## config.mk

```make
export PLATFORM = sky130hd
export DESIGN_NAME = ecc_decode_ctrl
export DESIGN_NICKNAME = d
export VERILOG_FILES = /design/src/rtl/ecc_decode_ctrl.sv
export SDC_FILE = /design/constraint.sdc
export NUM_CORES = 1
export LEC_CHECK = 0
export ABC_AREA = 1
export CORE_MARGIN = 10
export CORE_UTILIZATION = 40
export DETAILED_ROUTE_END_ITERATION = 7
export GPL_TIMING_DRIVEN = 0
export PLACE_DENSITY_LB_ADDON = 0.12
export SLEW_MARGIN = 20
export SYNTH_ARGS = -nofsm -noshare
export SYNTH_HDL_FRONTEND = slang
export SYNTH_SLANG_ARGS = --single-unit
```

## constraint.sdc

```tcl
create_clock -name Clk -period 2.18 [get_ports Clk]
set_clock_uncertainty 0.05 [all_clocks]
set_input_delay 0.327 -clock Clk [delete_from_list [all_inputs] [get_ports Clk]]
set_output_delay 0.327 -clock Clk [all_outputs]
set_load 0.05 [all_outputs]
```

## src/rtl/ecc_decode_ctrl.sv

```systemverilog
// ecc_decode_ctrl
// ---------------
// Sequencer for a SECDED (16,11) decode pass over data memory. On start it
// reads NUM_WORDS codewords (LSW at SRC_BASE+2k, MSW at +1), computes the
// Hamming syndrome and overall parity, corrects a single-bit error and writes
// the 11 data bits plus a 2-bit error flag to DST_BASE+2k (LSW) and +1 (MSW).
//
// Codeword bit i is Hamming position i: {MSW,LSW} = position 15..0.
//   MSW = {b11,b10,b9,b8,b7,b6,b5,p8}   LSW = {b4,b3,b2,p4,b1,p2,p1,p0}
// Output bytes: MSW = {F1,F0,3'b000,b11,b10,b9}, LSW = {b8..b1}
//   F = 00 clean, 01 corrected (odd overall parity), 10 double error.
//
// Ports
//   Clk, Reset_n     : rising-edge clock, asynchronous active-low reset
//   start            : one-cycle run request, ignored while busy
//   mem_rdata        : read data, valid the cycle after mem_rd_en
//   mem_addr         : byte address, 0 whenever no access is in progress
//   mem_rd_en        : read strobe
//   mem_wr_en        : write strobe, mem_wdata written at mem_addr
//   mem_wdata        : write data
//   busy             : high in every state except IDLE
//   done             : one-cycle pulse in the DONE state
//   corr_cnt/dbl_cnt : per-run counts of F=01 / F=10 words, saturating at 15
//   dbg_state        : current FSM state (IDLE=0 .. DONE=6)
//
// Handshake: there is no back-pressure on the memory port. A read strobe in
// cycle n returns data in cycle n+1; a write strobe commits on the edge that
// ends its cycle. Read and write strobes are never high together.

module ecc_decode_ctrl #(
    parameter int NUM_WORDS = 15,
    parameter int SRC_BASE  = 30,
    parameter int DST_BASE  = 0,
    parameter int ADDR_W    = 8
) (
    input  logic              Clk,
    input  logic              Reset_n,
    input  logic              start,
    input  logic [7:0]        mem_rdata,
    output logic [ADDR_W-1:0] mem_addr,
    output logic              mem_rd_en,
    output logic              mem_wr_en,
    output logic [7:0]        mem_wdata,
    output logic              busy,
    output logic              done,
    output logic [3:0]        corr_cnt,
    output logic [3:0]        dbl_cnt,
    output logic [2:0]        dbg_state
);

    typedef enum logic [2:0] {
        IDLE   = 3'd0,
        RD_LSW = 3'd1,
        RD_MSW = 3'd2,
        CHECK  = 3'd3,
        WR_LSW = 3'd4,
        WR_MSW = 3'd5,
        DONE   = 3'd6
    } state_t;

    localparam logic [3:0] LAST_K = 4'(NUM_WORDS - 1);

    state_t      state;
    logic [3:0]  k;
    logic [7:0]  lsw_q;
    logic [7:0]  out_msw_q;

    // {idx, hi} is 2*idx + hi, i.e. the byte offset of one half of word idx.
    function automatic logic [ADDR_W-1:0] word_addr(input int base,
                                                    input logic [3:0] idx,
                                                    input logic hi);
        return ADDR_W'(base) + ADDR_W'({idx, hi});
    endfunction

    // ------------------------------------------------------------------
    // Decode datapath. Only meaningful in CHECK, when mem_rdata holds the
    // MSW and lsw_q holds the LSW of the current word.
    // ------------------------------------------------------------------
    logic [15:0] cw;
    logic [3:0]  syn;
    logic        par;
    logic [1:0]  flag;
    logic [7:0]  flip_lsw;
    logic [2:0]  flip_msw;
    logic [10:0] data_raw;
    logic [10:0] data_fix;
    logic [7:0]  out_lsw_d;
    logic [7:0]  out_msw_d;

    assign cw = {mem_rdata, lsw_q};

    // XOR of the indices of all set bits gives {s8,s4,s2,s1} in one pass.
    always_comb begin
        syn = 4'd0;
        for (int i = 0; i < 16; i++) begin
            if (cw[i]) syn = syn ^ 4'(i);
        end
        par = ^cw;
        if (par)
            flag = 2'b01;
        else if (syn != 4'd0)
            flag = 2'b10;
        else
            flag = 2'b00;
    end

    // Bit-flip lookup: syndromes pointing at parity positions (0,1,2,4,8)
    // leave the data untouched.
    always_comb begin
        flip_lsw = 8'h00;
        case (syn)
            4'd3:    flip_lsw = 8'h01;
            4'd5:    flip_lsw = 8'h02;
            4'd6:    flip_lsw = 8'h04;
            4'd7:    flip_lsw = 8'h08;
            4'd9:    flip_lsw = 8'h10;
            4'd10:   flip_lsw = 8'h20;
            4'd11:   flip_lsw = 8'h40;
            4'd12:   flip_lsw = 8'h80;
            default: flip_lsw = 8'h00;
        endcase
        flip_msw = 3'b000;
        case (syn)
            4'd13:   flip_msw = 3'b001;
            4'd14:   flip_msw = 3'b010;
            4'd15:   flip_msw = 3'b100;
            default: flip_msw = 3'b000;
        endcase
    end

    // Data bits b11..b1 sit at positions 15..9, 7..5 and 3.
    assign data_raw  = {cw[15:9], cw[7:5], cw[3]};
    assign data_fix  = (flag == 2'b01) ? (data_raw ^ {flip_msw, flip_lsw}) : data_raw;
    assign out_lsw_d = data_fix[7:0];
    assign out_msw_d = {flag, 3'b000, data_fix[10:8]};

    assign dbg_state = state;

    // ------------------------------------------------------------------
    // Sequencer. Memory strobes, address and data are registered: they are
    // set up on the edge that enters the state that owns them.
    // ------------------------------------------------------------------
    always_ff @(posedge Clk or negedge Reset_n) begin
        if (!Reset_n) begin
            state     <= IDLE;
            k         <= 4'd0;
            lsw_q     <= 8'h00;
            out_msw_q <= 8'h00;
            mem_addr  <= '0;
            mem_rd_en <= 1'b0;
            mem_wr_en <= 1'b0;
            mem_wdata <= 8'h00;
            busy      <= 1'b0;
            done      <= 1'b0;
            corr_cnt  <= 4'd0;
            dbl_cnt   <= 4'd0;
        end else begin
            mem_addr  <= '0;
            mem_rd_en <= 1'b0;
            mem_wr_en <= 1'b0;
            mem_wdata <= 8'h00;
            done      <= 1'b0;

            case (state)
                IDLE: begin
                    if (start) begin
                        state     <= RD_LSW;
                        k         <= 4'd0;
                        corr_cnt  <= 4'd0;
                        dbl_cnt   <= 4'd0;
                        busy      <= 1'b1;
                        mem_rd_en <= 1'b1;
                        mem_addr  <= word_addr(SRC_BASE, 4'd0, 1'b0);
                    end
                end

                RD_LSW: begin
                    state     <= RD_MSW;
                    mem_rd_en <= 1'b1;
                    mem_addr  <= word_addr(SRC_BASE, k, 1'b1);
                end

                RD_MSW: begin
                    lsw_q <= mem_rdata;
                    state <= CHECK;
                end

                CHECK: begin
                    out_msw_q <= out_msw_d;
                    if (flag == 2'b01 && corr_cnt != 4'd15)
                        corr_cnt <= corr_cnt + 4'd1;
                    if (flag == 2'b10 && dbl_cnt != 4'd15)
                        dbl_cnt <= dbl_cnt + 4'd1;
                    state     <= WR_LSW;
                    mem_wr_en <= 1'b1;
                    mem_addr  <= word_addr(DST_BASE, k, 1'b0);
                    mem_wdata <= out_lsw_d;
                end

                WR_LSW: begin
                    state     <= WR_MSW;
                    mem_wr_en <= 1'b1;
                    mem_addr  <= word_addr(DST_BASE, k, 1'b1);
                    mem_wdata <= out_msw_q;
                end

                WR_MSW: begin
                    k <= k + 4'd1;
                    if (k != LAST_K) begin
                        state     <= RD_LSW;
                        mem_rd_en <= 1'b1;
                        mem_addr  <= word_addr(SRC_BASE, k + 4'd1, 1'b0);
                    end else begin
                        state <= DONE;
                        done  <= 1'b1;
                    end
                end

                DONE: begin
                    // start in this cycle is deliberately not looked at.
                    state <= IDLE;
                    busy  <= 1'b0;
                end

                default: begin
                    state <= IDLE;
                    busy  <= 1'b0;
                end
            endcase
        end
    end

endmodule

```

======== Yosys cells after proc, flatten, opt, wreduce, memory -nomap -nowiden ========
Memory sizes are Yosys's and may differ from the RTL's.
Cells that the tools add are included.
storage, ports and cells
  latch bits .............................. 0
  bits in read-only memories .............. 128
  bits in registers ....................... 48
  RAM bits ................................ 0
  memories ................................ 1
memory list
  memory           words  bits a word  read ports  clocked after Yosys merged registers in  wr ports  line  text
  (no name shown)  16     8            1           0                                        0         111   case (syn)
cells by class
  multipliers ............................. 0
  order comparisons ....................... 0
  reduce and logical (&&, ||, !) cells .... 13
  div/mod/pow operators ................... 0
  shifts and indexed selects .............. 0
  $add $sub $neg .......................... 5
  bitwise operators ....................... 16
  muxes and demuxes ....................... 40
  equality and inequality tests ........... 16
operator list
  cell                                                  count
  2-to-1 mux 4 bit                                      11
  one-hot mux 6 bit (5 select lines)                    1
  one-hot mux 4 bit (2 select lines)                    3
  2-to-1 mux 3 bit                                      6
  one-hot mux 3 bit (6 select lines)                    1
  one-hot mux 8 bit (2 select lines)                    1
  parity 16 bit                                         1
  adder 4 x 1 -> 4 bit (second input constant)          3
  adder 5 x 5 -> 6 bit (first input constant)           2
  equality test 4 bit (second input constant)           3
  inequality test 4 bit (second input constant)         3
  NOT 2 bit                                             6
  NOT 3 bit                                             4
  2-to-1 mux 11 bit                                     1
  bitwise XOR 11 bit                                    1
  one-hot mux 3 bit (3 select lines)                    1
  2-to-1 mux 2 bit                                      4
  2-to-1 mux 1 bit                                      7
  equality test 3 x 2 -> 1 bit (second input constant)  2
  equality test 3 bit (second input constant)           2
  2-to-1 mux 6 bit                                      1
  inequality test 2 bit (second input constant)         3
  AND reduction 3 bit                                   2
  2-to-1 mux 5 bit                                      1
  15 further kinds                                      20

======== Longest topological paths before layout ========
Gate-level depths: netlist of the first run.
  depth in word-level cells ............... 33
  gate-level depth with buffers ........... 17
  depth with buffers taken out ............ 16

======== Worst setup path after synthesis of the first run ========
OpenSTA, ideal clock, no wires.
  kind .................................... flip-flop to flip-flop
  start ................................... reg state[0] (netlist: dbg_state[0])
  end ..................................... reg corr_cnt[2]
  cell stages (with the launch flop) ...... 11
  buffers on the path ..................... 0
  data arrival time ....................... 1.655 ns
  slack ................................... 0.352 ns
  cells stage by stage .................... dfrtp_1 nor2_1 nand2_1 nor2_2 inv_2 nand2_1 inv_1 a41oi_1 nand2_4 nand2_1 o21ai_1
between the ends
  longest elaborated chain between the ends .. 3
ends and longest elaborated chain
  element                                                                       line  text
  start, declared                                                               63    state_t state;
  start signal, assigned                                                        145   state <= IDLE;
  start signal, assigned                                                        167   state <= RD_LSW;
  start signal, assigned                                                        178   state <= RD_MSW;
  equality test 3 x 2 -> 1 bit or zero test 3 bit (tied branches)               164   case (state)
  inequality test 2 bit (no source line) or nonzero test 2 bit (tied branches)  --
  AND reduction 3 bit (no source line)                                          --
  end signal, assigned                                                          191   corr_cnt <= corr_cnt + 4'd1;
  end, declared                                                                 46    output logic [3:0] corr_cnt,
Several ways; a longest one is shown, not always the timed one.
A chain may end at the register's enable or synchronous reset.

======== Worst setup path in the final report of the first run ========
  start ................................... reg state[1] (netlist: dbg_state[1])
  end ..................................... out dbg_state[1]
RTL lines
  element        line  text
  end, declared  48    output logic [2:0] dbg_state
No word-level cell between the ends.

==> results.yml, run 1 <==
pwr:
  vdd_ir_drop_max_mv: 0.849
  p_leak_nw: 1.76
  power_density_nw_per_um2: 1630
floorplan:
  dieHeight_um: 105
  die_x_um: 105
  die_area_um2: 11000
  ios: 42
  num_rows: 30
  core_um2: 6910
  initial_core_util_pct: 41.7
logic_synthesis:
  yosys_register_bits: 46
  synthArstFlopShare_pct: 100
  syn_area_per_cell_um2: 7.50
  synth_edf_count: 0
  synth.cell_area_um2: 2880
  ys.flop_type: "dfrtp_1"
  synthCells: 384
  ys_types: 37
  synth-warning-count: 0
  seq_area_frac_synth_pct: 39.9
timing:
  min_period_over_period_pct: 93.1
  worst_pin_slew_ps: 516
  setup_viol: 0
  hold_viol: 0
  maxSlewViolCount: 0
  period_minus_slack_ps: 2030
  rsz0062_at_grt: "no"
  tns_ps: 0
  timing.fmax_mhz: 493
  relSlewSlack_pct: 65.5
detailed_routing:
  ant_nets: 0
  first_pass_iters: 4
  wl_per_cell_um: 13.1
  first_iter_violations: 79
  post-route-drc-count: 0
  vias: 2545
  wirelength_mm: 6.92
  avgViaCountPerCell: 4.80
worst_setup_path:
  worstSetupStartpointType: "flip-flop"
  path_buf_inv: 1
  end_kind: "primary output"
  slowest_delay_ps: 860
  critPathRequiredTime_ps: 1800
  path_delay_family: "buffers and inverters"
  cp_max_fo: 7
  crit_chain: "clkdlybuf4s50_1"
  path_class: "reg2out"
  slowest_stage: "clkdlybuf4s50_1"
  cp.arrival_ps: 1650
cts:
  numCtsBuffers: 5
  cts_tree: "done"
  numClockSinks: 46
  clock_path_buffers: 2
  clock_latency_ps: 310
  ctsHtreeMaxLevel: 2
  cts_setup_buffers: 0
  cts_root_buf: "clkbuf_8"
  cts.clk_slew.worst_paths_ps: 90
cells_and_area:
  layout_commonest_cell: "nand2_1"
  fillers: 673
  area_delta_synth_final_pct: 22.6
  multi_input_area_um2: 1520
  final_net_count: 449
  diodes: 0
  seqCellArea_um2: 1150
  design_area_um2: 3530
  layout_common_cells: "nand2_1 (132), dfrtp_1 (46), clkdlybuf4s50_1 (37)"
  drive_gt1_share_pct: 14.3
global_routing:
  grt_overflow: 0
  grt_max_degree: 29
  grt.total_usage_pct: 13.2
  antenna_found_initial: 0
  grt_pass1_wl_mm: 12.2
  grt_pass1_vias: 2569
placed_design:
  numPortBuffers: 39
  gp_congestion: 0.838
  hpwl_mm: 5.45
  post_dp_cell_area_um2: 3410
worst_hold_path:
  hold_class: "in2reg"
run_status:
  status: "completed"
job:
  maxCapViolations: 0
## where the power goes
part           switching, mW  total [mW]  internal, mW  leakage (nW)
clock network          0.301       0.643         0.343        0.0514
logic                   2.45        3.74          1.28          1.11
registers              0.235        1.39          1.15         0.595
total                   2.99        5.77          2.78          1.76
## state kept, by name (all words and copies together), names as in the netlist
signal and count:
corr_cnt 4, mem_wr_en 1, out_msw_q 5, dbg_state 3
lsw_q 8, busy 1, k 4, dbl_cnt 4
mem_wdata 8, mem_rd_en 1, done 1, mem_addr 6
## logic make-up after synthesis
family	after synthesis	share of synthesized area (%)
simple gates	226	35.2
mux	1	0.391
flops	46	39.9
buf+inv	51	7.34
other cells	1	0.130
fa+ha+maj	5	2.17
xor+xnor	16	6.69
compound gates	38	8.12
## worst paths after layout
kind                                   start            to  slack [ps]  depth (start not counted)
worst max register to register      lsw_q[7]  mem_wdata[6]         320                         12
min in group asynchronous            Reset_n          k[1]         450                          2
max in group asynchronous            Reset_n  mem_wdata[3]        1110                          3
worst max-delay path            dbg_state[1]  dbg_state[1]         150                          1
worst min register to register  out_msw_q[7]  mem_wdata[7]         430                          2
worst min-delay path            mem_rdata[7]      lsw_q[7]         410                          3
## stage by stage
step	hold slack (ps)	worst slack (ps)	std cells	utilization (%)	total power, mW
after floorplan	-18.6	352	385	-	4.25
after global placement	415	-592	520	49.2	5.11
after detailed placement	258	-104	521	49.4	5.16
after CTS	438	153	530	51.1	5.83
after global routing	450	0.579	530	51.2	6.27
final	414	151	530	51.2	5.77
## tightest hold or removal path: stages
cell	delay (ps)
dlymetal6s2s_1	200
inv_2	110
o21ai_0	80
## metal layers
metal	vias up	wire, um	global-route usage [%]	part of all wire [%]
met5	-	0	0	0
met4	0	108	3.73	1.6
met3	8	347	3.50	5.0
met2	43	3260	22.0	47
met1	1200	3200	16.4	46
li1	1294	-	-	-
## layout make-up
class                           instances  area share (%)
Multi-Input combinational cell        288            43.1
Sequential cell                        46            32.6
Timing Repair Buffer                   41            11.8
Inverter                               43            4.64
Tap cell                               96            3.40
Clock buffer                            6            2.05
Buffer                                  8            1.35
Clock inverter                          2            1.06
## Yosys cell counts (2+ instances only)
master / instances / share of area, %
o211ai_1: 2 / 0.52
buf_2: 2 / 0.35
nand3_2: 2 / 0.69
buf_4: 2 / 0.52
nor2_4: 2 / 0.78
o21a_1: 2 / 0.52
nand2_1: 132 / 17
o21ai_0: 17 / 3.0
ha_1: 5 / 2.2
o22ai_1: 2 / 0.43
xnor2_4: 2 / 1.9
nand3_1: 29 / 5.0
or2_2: 3 / 0.65
inv_1: 33 / 4.3
nor2_2: 4 / 0.87
xnor2_2: 2 / 1.1
xnor2_1: 4 / 1.2
clkbuf_1: 3 / 0.39
nand2_2: 16 / 3.5
nor2_1: 27 / 3.5
a21oi_1: 2 / 0.35
nor3_1: 6 / 1.0
xor2_1: 8 / 2.4
dfrtp_1: 46 / 40
nand2_4: 5 / 2.0
inv_2: 8 / 1.0
o21ai_1: 8 / 1.4
## timing repair
action,4_1_cts,5_1_grt
endpoints found under the hold margin,18,0
setup endpoints to repair,0,2
hold buffers,1,0
gates resized for setup,0,1
Power figures use the tool's default switching activity.
==> run 2: changes to the inputs <==
GPL_TIMING_DRIVEN = unset   (was 0)
==> run 2 against run 1 <==
Compared with the run above: design area grew 1.6%; non-clock buffer count grew 8; first-iteration DRC count is 23% higher; global-route usage is 0.054 points higher; wire length increased by 4.6%; critical path depth unchanged; worst setup slack gained 22 ps; fmax rose by 1.1%; die area unchanged; largest cell class unchanged; largest power group unchanged.
==> results.yml, run 2 (synthesis gave the netlist of run 1 again) <==
cells_and_area:
  fin_cells: 538
  diodes: 0
  area_delta_synth_final_pct: 24.6
  final_util_pct: 52.0
  final_net_count: 457
  largestRegisters: "lsw_q: 8 flops, mem_wdata: 8 flops, mem_addr: 6 flops"
  drive_gt1_share_pct: 16.5
  layout_common_cells: "nand2_1 (132), dfrtp_1 (46), clkdlybuf4s50_1 (38)"
  design_area_um2: 3590
  fillers: 703
  layout_commonest_cell: "nand2_1"
detailed_routing:
  first_iter_violations: 97
  first_pass_iters: 4
  routed.top_layer: "met4"
  ant_nets: 0
  post-route-drc-count: 0
  wirelength_mm: 7.24
  wl_met2_mm: 3.38
  vias: 2569
  dr_wl_met3_um: 315
  wl_per_cell_um: 13.5
  avgViaCountPerCell: 4.78
  wl_met1_mm: 3.47
worst_hold_path:
  hold_class: "in2async"
floorplan:
  ios: 42
  initial_core_util_pct: 41.7
  dieHeight_um: 105
  die_x_um: 105
  num_rows: 30
  core_um2: 6910
  die_area_um2: 11000
timing:
  setup_viol: 0
  maxSlewViolCount: 0
  period_minus_slack_ps: 2010
  rsz0062_at_grt: "no"
  hold_viol: 0
  tns_ps: 0
  timing.fmax_mhz: 498
  hold_ws_ps: 417
  relSlewSlack_pct: 65.9
  worst_pin_slew_ps: 510
  layout_setup_ws_ps: 173
  min_period_over_period_pct: 92.1
global_routing:
  grt_pass1_vias: 2507
  antenna_found_initial: 0
  grt_overflow: 0
  grt_pass1_wl_mm: 12.2
  grt_max_degree: 20
  grt.total_usage_pct: 13.3
placed_design:
  hpwl_mm: 5.63
  numPlacedInstances: 529
  post_dp_cell_area_um2: 3470
  dp_slack_ps: -116
  gp_congestion: 0.906
  numPortBuffers: 39
worst_setup_path:
  end_kind: "primary output"
  path_class: "reg2out"
  crit_chain: "clkdlybuf4s50_1"
  r2r_cells: 10
  crit_cells: 1
  slowest_stage: "clkdlybuf4s50_1"
  path_buf_inv: 1
  slowest_delay_ps: 860
  path_delay_family: "buffers and inverters"
  r2r_slack_ps: 280
  worstSetupStartpointType: "flip-flop"
  cp.arrival_ps: 1630
  cp_max_fo: 7
  critPathRequiredTime_ps: 1800
cts:
  cts_root_buf: "clkbuf_8"
  clock_latency_ps: 300
  cts.clk_slew.worst_paths_ps: 90
  cts_setup_buffers: 0
  ctsHtreeMaxLevel: 2
  cts_tree: "done"
  numCtsBuffers: 5
  numClockSinks: 46
  clock_path_buffers: 2
job:
  maxCapViolations: 0
pwr:
  finalPower_mw: 5.84
  power_density_nw_per_um2: 1630
  p_leak_nw: 1.79
  vdd_ir_drop_max_mv: 0.851
run_status:
  status: "completed"
## run 2: power breakdown
group          internal [mW]  switching, mW
clock                  0.343          0.303
combinational           1.32           2.46
sequential              1.15          0.261
## run 2: final timing paths
check | from | to
setup / recovery | dbg_state[1] | dbg_state[1]
hold / removal | Reset_n | out_msw_q[7]
setup reg to reg | lsw_q[5] | mem_wdata[2]
hold reg to reg | out_msw_q[0] | out_msw_q[0]
max in group asynchronous | Reset_n | lsw_q[1]
min in group Clk | out_msw_q[0] | out_msw_q[0]
## run 2: what timing repair did
action	4_1_cts	5_1_grt
endpoints found under the hold margin	13	0
hold buffers	1	0
resized for setup	0	0
## run 2: area by class of cell
cell class | count | area [um2] | area share, %
repair buffers | 57 | 523 | 14.6
multi-input cells | 288 | 1520 | 42.4
well taps | 96 | 120 | 3.34
flip-flops and latches | 46 | 1150 | 32.1
clock inverters | 2 | 37.5 | 1.05
inverters | 43 | 164 | 4.56
clock buffers | 6 | 72.6 | 2.02
## run 2: layer usage
layer | up-vias | track usage (%)
met5 | - | 0
met3 | 6 | 3.13
met4 | 0 | 3.82
met1 | 1186 | 17.3
li1 | 1320 | -
met2 | 57 | 21.4
